$ cat src/rtl/bdd_pkg.sv
// bdd_pkg: shared types and constants for the BDD accelerator datapath.
//   state_t        : node_eval FSM state encoding
//   P_W_DEF etc.   : default widths for the node evaluator
//   ACC_MAX_DEF /
//   ACC_MIN_DEF    : signed max/min of the default accumulator width
package bdd_pkg;

    typedef enum logic [1:0] {
        S_IDLE  = 2'd0,
        S_ACCUM = 2'd1,
        S_CMP   = 2'd2,
        S_OUT   = 2'd3
    } state_t;

    localparam int P_W_DEF   = 32;
    localparam int ACC_W_DEF = 40;
    localparam int CNT_W_DEF = 4;

    localparam logic [ACC_W_DEF-1:0] ACC_MAX_DEF = {1'b0, {(ACC_W_DEF-1){1'b1}}};
    localparam logic [ACC_W_DEF-1:0] ACC_MIN_DEF = {1'b1, {(ACC_W_DEF-1){1'b0}}};

endpackage

$ cat src/rtl/node_eval_acc.sv
// node_eval_acc: combinational accumulate step.
//   acc  in  ACC_W  current signed accumulator
//   p    in  P_W    signed product to add (sign-extended to ACC_W)
//   sum  out ACC_W  next accumulator value
//   ovf  out 1      this add left the signed ACC_W range
// Optional feature: NODE_EVAL_SAT_EN -> sum saturates to max/min on overflow;
// otherwise sum wraps modulo 2^ACC_W.
module node_eval_acc #(
    parameter int P_W   = 32,
    parameter int ACC_W = 40
) (
    input  logic [ACC_W-1:0] acc,
    input  logic [P_W-1:0]   p,
    output logic [ACC_W-1:0] sum,
    output logic             ovf
);

    localparam logic [ACC_W-1:0] ACC_MAX = {1'b0, {(ACC_W-1){1'b1}}};
    localparam logic [ACC_W-1:0] ACC_MIN = {1'b1, {(ACC_W-1){1'b0}}};

    logic [ACC_W-1:0] p_ext;
    logic [ACC_W-1:0] raw;

    // Replicate the sign bit at least once so the expression stays legal
    // when ACC_W == P_W.
    assign p_ext = {{(ACC_W-P_W+1){p[P_W-1]}}, p[P_W-2:0]};
    assign raw   = acc + p_ext;

    // Signed overflow: operands agree in sign but the result does not.
    assign ovf = (acc[ACC_W-1] == p_ext[ACC_W-1]) && (raw[ACC_W-1] != acc[ACC_W-1]);

`ifdef NODE_EVAL_SAT_EN
    assign sum = ovf ? (acc[ACC_W-1] ? ACC_MIN : ACC_MAX) : raw;
`else
    assign sum = raw;
`endif

endmodule

$ cat src/rtl/node_eval.sv
// node_eval: accumulates num_terms signed MAC products for one BDD decision
// node and compares the sum against a signed threshold.
//   clk, rst     : clock, synchronous active-high reset
//   start        : begin evaluation (IDLE only); samples num_terms, threshold
//   p_in/p_valid : product stream from mac1, consumed only in ACCUM
//   ce           : mac1 clock-enable, high only in ACCUM
//   busy         : high whenever not IDLE
//   res_valid/res_ready : result handshake
//   branch       : acc >= threshold (signed), acc_out : final sum
//   ovf          : sticky overflow of this evaluation
//   dbg_state    : current FSM state for observation
// Handshake: the result transfers on a cycle where res_valid && res_ready;
// branch/acc_out/ovf stay stable while res_valid is high and res_ready low.
// Optional feature: NODE_EVAL_SAT_EN (saturating accumulator, see node_eval_acc).
module node_eval
    import bdd_pkg::*;
#(
    parameter int P_W   = P_W_DEF,
    parameter int ACC_W = ACC_W_DEF,
    parameter int CNT_W = CNT_W_DEF
) (
    input  logic             clk,
    input  logic             rst,
    input  logic             start,
    input  logic [CNT_W-1:0] num_terms,
    input  logic [ACC_W-1:0] threshold,
    input  logic [P_W-1:0]   p_in,
    input  logic             p_valid,
    output logic             ce,
    output logic             busy,
    output logic             res_valid,
    input  logic             res_ready,
    output logic             branch,
    output logic [ACC_W-1:0] acc_out,
    output logic             ovf,
    output state_t           dbg_state
);

    localparam logic [CNT_W-1:0] CNT_ONE = 1;

    state_t           state, state_nx;
    logic [CNT_W-1:0] n_terms, cnt, cnt_inc;
    logic [ACC_W-1:0] thr, acc, sum;
    logic             add_ovf;

    assign cnt_inc   = cnt + CNT_ONE;
    assign dbg_state = state;

    node_eval_acc #(.P_W(P_W), .ACC_W(ACC_W)) u_acc (
        .acc (acc),
        .p   (p_in),
        .sum (sum),
        .ovf (add_ovf)
    );

    always_ff @(posedge clk) begin
        if (rst) state <= S_IDLE;
        else     state <= state_nx;
    end

    always_comb begin
        state_nx = state;
        case (state)
            S_IDLE:  if (start) state_nx = (num_terms == '0) ? S_CMP : S_ACCUM;
            S_ACCUM: if (p_valid && (cnt_inc == n_terms)) state_nx = S_CMP;
            S_CMP:   state_nx = S_OUT;
            S_OUT:   if (res_ready) state_nx = S_IDLE;
            default: state_nx = S_IDLE;
        endcase
    end

    // Status outputs are registered from the next state so they line up
    // with the state register without a decode path after the flops.
    always_ff @(posedge clk) begin
        if (rst) begin
            ce        <= 1'b0;
            busy      <= 1'b0;
            res_valid <= 1'b0;
            branch    <= 1'b0;
            acc_out   <= '0;
            ovf       <= 1'b0;
            n_terms   <= '0;
            cnt       <= '0;
            thr       <= '0;
            acc       <= '0;
        end else begin
            ce        <= (state_nx == S_ACCUM);
            busy      <= (state_nx != S_IDLE);
            res_valid <= (state_nx == S_OUT);
            case (state)
                S_IDLE: begin
                    if (start) begin
                        n_terms <= num_terms;
                        thr     <= threshold;
                        acc     <= '0;
                        cnt     <= '0;
                        ovf     <= 1'b0;
                    end
                end
                S_ACCUM: begin
                    if (p_valid) begin
                        acc <= sum;
                        cnt <= cnt_inc;
                        if (add_ovf) ovf <= 1'b1;
                    end
                end
                S_CMP: begin
                    branch  <= ($signed(acc) >= $signed(thr));
                    acc_out <= acc;
                end
                default: ;
            endcase
        end
    end

endmodule

$ cat config.mk
export PLATFORM = sky130hd
export DESIGN_NAME = node_eval
export DESIGN_NICKNAME = d
export VERILOG_FILES = /design/src/rtl/bdd_pkg.sv /design/src/rtl/node_eval_acc.sv /design/src/rtl/node_eval.sv
export SDC_FILE = /design/constraint.sdc
export NUM_CORES = 1
export LEC_CHECK = 0
export CAP_MARGIN = 20
export CORE_UTILIZATION = 50
export DETAILED_ROUTE_END_ITERATION = 10
export PLACE_DENSITY = 0.85
export SLEW_MARGIN = 20
export SYNTH_ARGS = -nofsm -noshare
export SYNTH_HDL_FRONTEND = slang
export SYNTH_SLANG_ARGS = --single-unit
$ cat constraint.sdc
create_clock -name clk -period 3.5 [get_ports clk]
set_input_delay 0.7 -clock clk [delete_from_list [all_inputs] [get_ports clk]]
set_output_delay 0.7 -clock clk [all_outputs]
set_load 0.005 [all_outputs]
== Yosys cells after proc, flatten, opt, wreduce, memory -nomap -nowiden ==
Cells that the tools add are included.
Widths: inputs -> output; s select.

* Register bits: 135
* Input bits: 81
* Output and inout port bits: 47

* Add/sub/neg operators: 2
* Magnitude comparators: 1
* Eq/ne operators: 11
* Multiplexer cells: 15
* Reductions and logical operators: 9

{| class="wikitable"
|+ Operator list
! kind !! count
|-
| $mux 40 || 2
|-
| $pmux 40 s2 || 1
|-
| $add 40x40->40 || 1
|-
| $ge 40x40->1 || 1
|-
| $mux 2 || 4
|-
| $mux 4 || 2
|-
| $pmux 2 s4 || 1
|-
| $pmux 4 s2 || 1
|-
| $eq 2x2->1 const B || 3
|-
| $ne 2x2->1 const B || 3
|-
| $add 4x1->4 const B || 1
|-
| $eq 2x1->1 const B || 2
|-
| $eq 4x4->1 || 1
|-
| $logic_not 4->1 || 1
|-
| $reduce_and 4->1 || 1
|-
| $reduce_bool 2->1 || 2
|-
| $mux 1 || 3
|-
| $reduce_and 3->1 || 1
|-
| $logic_and 1x1->1 || 2
|-
| $logic_not 2->1 || 1
|-
| $pmux 1 s2 || 1
|-
| $reduce_and 2->1 || 1
|-
| $eq 1x1->1 || 1
|-
| $ne 1x1->1 || 1
|}

== Logic depth before layout (Yosys ltp) ==
* Depth after elaboration: 6
* Gate-level depth with buffers: 12

== Cells and area by module ==
A second synthesis with hierarchy kept.

* Cells, all modules: 1037
* Area total of the unflattened synthesis: 7970.1 µm²

{| class="wikitable"
|+ Modules (own cells, without submodules)
! module !! times used !! cells an instance !! area each (µm²) !! sequential area each (µm²)
|-
| node_eval || 1 || 706 || 5713.0 || 2702.6
|-
| node_eval_acc || 1 || 331 || 2257.2 || 0.0
|}

== Worst setup path before layout ==
OpenSTA, ideal clock, no wires.

* Path kind: input -> register
* Start: in p_in[15]
* End: reg acc[36]
* Setup time: 0.117 ns
* Arrival time: 3.071 ns
* Slack: 0.311 ns
* Stages on the path: 11
* Cells stage by stage: ha_1 -> buf_6 -> and4_4 -> and2_4 -> a221o_1 -> or3_4 -> and3_4 -> o21ai_2 -> nor2_1 -> or3_1 -> a32o_1

* Cells in the longest elaborated chain, start to end: 3

{| class="wikitable"
|+ RTL lines
! what !! line !! source
|-
| start: declaration || node_eval.sv:27 || <nowiki>input logic [P_W-1:0] p_in,</nowiki>
|-
| $add 40x40->40 || node_eval_acc.sv:27 || <nowiki>assign raw = acc + p_ext;</nowiki>
|-
| $mux 40 || node_eval.sv:101 || <nowiki>if (p_valid) begin</nowiki>
|-
| $pmux 40 s2 || node_eval.sv:90 || <nowiki>case (state)</nowiki>
|-
| end signal: assignment || node_eval.sv:102 || <nowiki>acc <= sum;</nowiki>
|-
| end: declaration || node_eval.sv:43 || <nowiki>logic [ACC_W-1:0] thr, acc, sum;</nowiki>
|}

No other way between the ends. The select of a mux whose other input is x is not followed.
A chain may end at the register's enable or synchronous reset.

== Final worst setup path ==
* Start: in p_in[0]
* End: reg acc[28]

Same word-level chain as after synthesis.

==> flow_summary_export.csv <==
group,metric,value,unit
run_status,status,"finished, final reports clean",
sta,max_slew.worst_pin.slew,0.976,ns
place,io_buffer_count,127,
yosys,yosysWarningCount,0,
min_path,hold_class,"flop to flop",
clock_network,register_clock_pin_slew_on_the_reported_worst_setup_and_hold_paths,0.06,ns
clock_network,tritoncts,"done",
routing,drt-vias-per-instance,5.59,
yosys,postSynthCellCount,1027,
global_route,overflow,0,
place,gp_congestion,0.961,
pwr,power.static_leakage,4.46,nW
sta,worst_hold_slack,0.454,ns
clock_network,cts.sink_count,135,
sta,final_period_minus_worst_setup_slack,3.39,ns
global_route,grt_max_degree,49,
yosys,largest_cells_by_area_after_synthesis,"sky130_fd_sc_hd__dfxtp_1 (34%), sky130_fd_sc_hd__ha_1 (13%), sky130_fd_sc_hd__nand2_1 (10%), sky130_fd_sc_hd__a21oi_1 (9.3%), sky130_fd_sc_hd__nor2_1 (2.8%)",
yosys,yosysSeqAreaShare,34.1,%
floorplan,fp.dieH,128,µm
final_layout,final_layout_size_suffix_gt1_share,10.4,%
yosys,netlist-cell-type-count,62,
routing,drt-wirelength-per-cell,16.0,µm
yosys,async_reset_ff_share,0,%
place,dpl_cell_area,9800,µm²
yosys,synth_top_area_share,34.1,%
yosys,mappedNetlistNets,1189,
flow_run,count_of_maximum_capacitance_violations,0,
floorplan,boundaryPins,128,
clock_network,cts_max_path_buffers,2,
setup_path,worstSetupStartpointType,"input pin",
routing,totalWireLength,22.7,mm
yosys,netlist_area,7920,µm²
clock_network,clk_root_buffer_cell,"sky130_fd_sc_hd__clkbuf_16",
yosys,post-synth-top-count-cell,"sky130_fd_sc_hd__nand2_1",
routing,ant_nets,0,
sta,slew_headroom,35.0,%
setup_path,worst_setup_path_end_kind,"flop",
floorplan,floorplan.rows,45,
sta,final-max-slew-violation-count,0,
yosys,post_synth_edffs,0,
clock_network,cts-buffers-inserted,17,
yosys,synth_top_area_cell,"sky130_fd_sc_hd__dfxtp_1",
global_route,via_count_of_the_first_global_routing_pass,7719,
floorplan,core_region_area,15300,µm²
clock_network,clk_latency_worst_skew_pair,0.43,ns
final_layout,finish.instance_area,10500,µm²
sta,final_min_period_over_clock_period,96.8,%
floorplan,die_area,16400,µm²
place,detailed_place_hpwl,16.5,mm
sta,worst_clock_skew,0.00769,ns
floorplan,die_x,128,µm
setup_path,timing.critical_path.required,3.81,ns
yosys,synth_common_cells,"sky130_fd_sc_hd__nand2_1 (221), sky130_fd_sc_hd__a21oi_1 (148), sky130_fd_sc_hd__dfxtp_1 (135), sky130_fd_sc_hd__ha_1 (80), sky130_fd_sc_hd__nor2_1 (60)",
global_route,grt_pass1_wl,36.8,mm
pwr,pwr_density_cell,429,nW/µm²
setup_path,worst-setup-path-type,"input pin to flop",
routing,num_vias,7936,
yosys,yosys_register_bits,135,
final_layout,diodes,0,
global_route,gr-usage-all-layers,28.4,%
setup_path,max_fanout_on_critical_path,4,
sta,maxClockFrequency,0.295,GHz
final_layout,syn_to_final_growth,32.1,%
routing,drcViolationCount,0,
yosys,synth.avg_cell_area,7.72,µm²
yosys,synth-main-ff-cell,"sky130_fd_sc_hd__dfxtp_1",
setup_path,worst-endpoint-arrival,3.70,ns
global_route,initial_antenna_violation_count,0,
final_layout,finalNetCount,1357,
sta,setup_violations,0,
floorplan,initial_utilization,51.7,%
pwr,vdd_ir_drop_max,0.380,mV
routing,drt-pass1-iter-count,5,
sta,finalHoldViolCount,0,
clock_network,htree_levels,4,
routing,dr.first_iter.drc_count,555,
==> cell usage in the layout (no fill, tap or decap), types with 4 or more instances in the layout <==
cell	instances
sky130_fd_sc_hd__a211o_1	5
sky130_fd_sc_hd__a211oi_1	5
sky130_fd_sc_hd__a21o_1	27
sky130_fd_sc_hd__a21oi_1	148
sky130_fd_sc_hd__a22oi_1	24
sky130_fd_sc_hd__a31oi_1	5
sky130_fd_sc_hd__and3_1	7
sky130_fd_sc_hd__buf_4	77
sky130_fd_sc_hd__bufinv_16	5
sky130_fd_sc_hd__clkbuf_16	17
sky130_fd_sc_hd__clkdlybuf4s50_1	126
sky130_fd_sc_hd__clkinv_2	4
sky130_fd_sc_hd__dfxtp_1	135
sky130_fd_sc_hd__ha_1	80
sky130_fd_sc_hd__inv_1	51
sky130_fd_sc_hd__nand2_1	221
sky130_fd_sc_hd__nand3_1	9
sky130_fd_sc_hd__nand4_1	16
sky130_fd_sc_hd__nor2_1	58
sky130_fd_sc_hd__nor2b_1	11
sky130_fd_sc_hd__nor3_1	9
sky130_fd_sc_hd__o211ai_1	5
sky130_fd_sc_hd__o21a_1	5
sky130_fd_sc_hd__o21ai_0	41
sky130_fd_sc_hd__o31ai_1	4
sky130_fd_sc_hd__or2_2	4
sky130_fd_sc_hd__or3_1	5
sky130_fd_sc_hd__xnor2_1	16
sky130_fd_sc_hd__xor2_1	19
==> path summary, 6_finish.rpt <==
path / startpoint / to / slack (ns) / depth (start not counted)
max reg2reg: acc[0] / acc[28] / 0.48 / 13
min: acc_out[35] / acc_out[35] / 0.45 / 2
max: p_in[0] / acc[28] / 0.11 / 14
min reg2reg: acc_out[35] / acc_out[35] / 0.45 / 2
==> cell type report <==
| class | count | area, µm² |
|---|---|---|
| fillers | 1230 | 4840 |
| multi-input cells | 787 | 4830 |
| flip-flops and latches | 135 | 2700 |
| repair buffers | 203 | 1840 |
| clock buffers | 19 | 443 |
| well taps | 211 | 264 |
| clock inverters | 13 | 201 |
| inverters | 51 | 191 |
==> flip-flops by register name, indices dropped and copies added (netlist names) <==
name	flops
acc	40
ce	1
res_valid	1
acc_out	40
thr	40
busy	1
n_terms	4
branch	1
ovf	1
dbg_state	2
cnt	4
==> critical path, cell delays in order <==
cell and delay, ns:
sky130_fd_sc_hd__clkdlybuf4s50_1 0.42, sky130_fd_sc_hd__ha_1 0.22, sky130_fd_sc_hd__inv_1 0.07, sky130_fd_sc_hd__fa_1 0.20, sky130_fd_sc_hd__nor2b_2 0.06, sky130_fd_sc_hd__o211ai_1 0.38, sky130_fd_sc_hd__a211oi_1 0.13, sky130_fd_sc_hd__buf_4 0.17
sky130_fd_sc_hd__o22a_1 0.22, sky130_fd_sc_hd__a221o_1 0.38, sky130_fd_sc_hd__a21oi_1 0.21, sky130_fd_sc_hd__nor4b_1 0.08, sky130_fd_sc_hd__a41o_1 0.21, sky130_fd_sc_hd__a221o_1 0.25
==> layer usage <==
layer | global-route usage (%) | up-vias | wire length (µm)
met5 | 0 | - | 0
met4 | 12.5 | 0 | 678
met3 | 5.09 | 56 | 1290
met2 | 46.3 | 292 | 10400
met1 | 36.7 | 3673 | 10300
li1 | - | 3915 | -
==> through the flow <==
stage          TNS (ns)  power, mW  worst slack, ns  instances  utilization (%)
6_report              0       4.49            0.114       1419             68.4
5_1_grt         -0.0176       4.66          -0.0104       1419             68.4
4_1_cts               0       4.49            0.122       1418             68.2
3_5_place_dp      -1.60       2.51           -0.307       1386             64.0
3_3_place_gp      -1.00       2.50           -0.213       1386             64.0
2_1_floorplan         0       2.19            0.311       1027                -
==> where the power goes <==
group	switching (mW)	total [mW]	leakage [nW]	internal, mW
logic	0.454	0.848	3.05	0.394
clock network	0.703	1.98	0.309	1.28
registers	0.0603	1.66	1.10	1.60
==> cells by family (layout without fill, tap and decap cells) <==
family | Yosys count | after routing | share of synthesized area [%]
xor gates and xnor gates | 35 | 35 | 3.87
AOI/OAI and AO/OA | 297 | 297 | 22.7
and+or+nand+nor | 371 | 371 | 20.7
DFF | 135 | 135 | 34.1
adders and majority gates | 81 | 81 | 12.9
muxes | 3 | 3 | 0.379
buffers and inverters | 105 | 286 | 5.31
==> timing repair <==
action                     4_1_cts  5_1_grt
hold buffers                     0        0
setup endpoints to repair        0        3
buffers inserted                 0        1
gates resized for setup          0        3
Note: power is estimated with default switching activity, not from simulation.
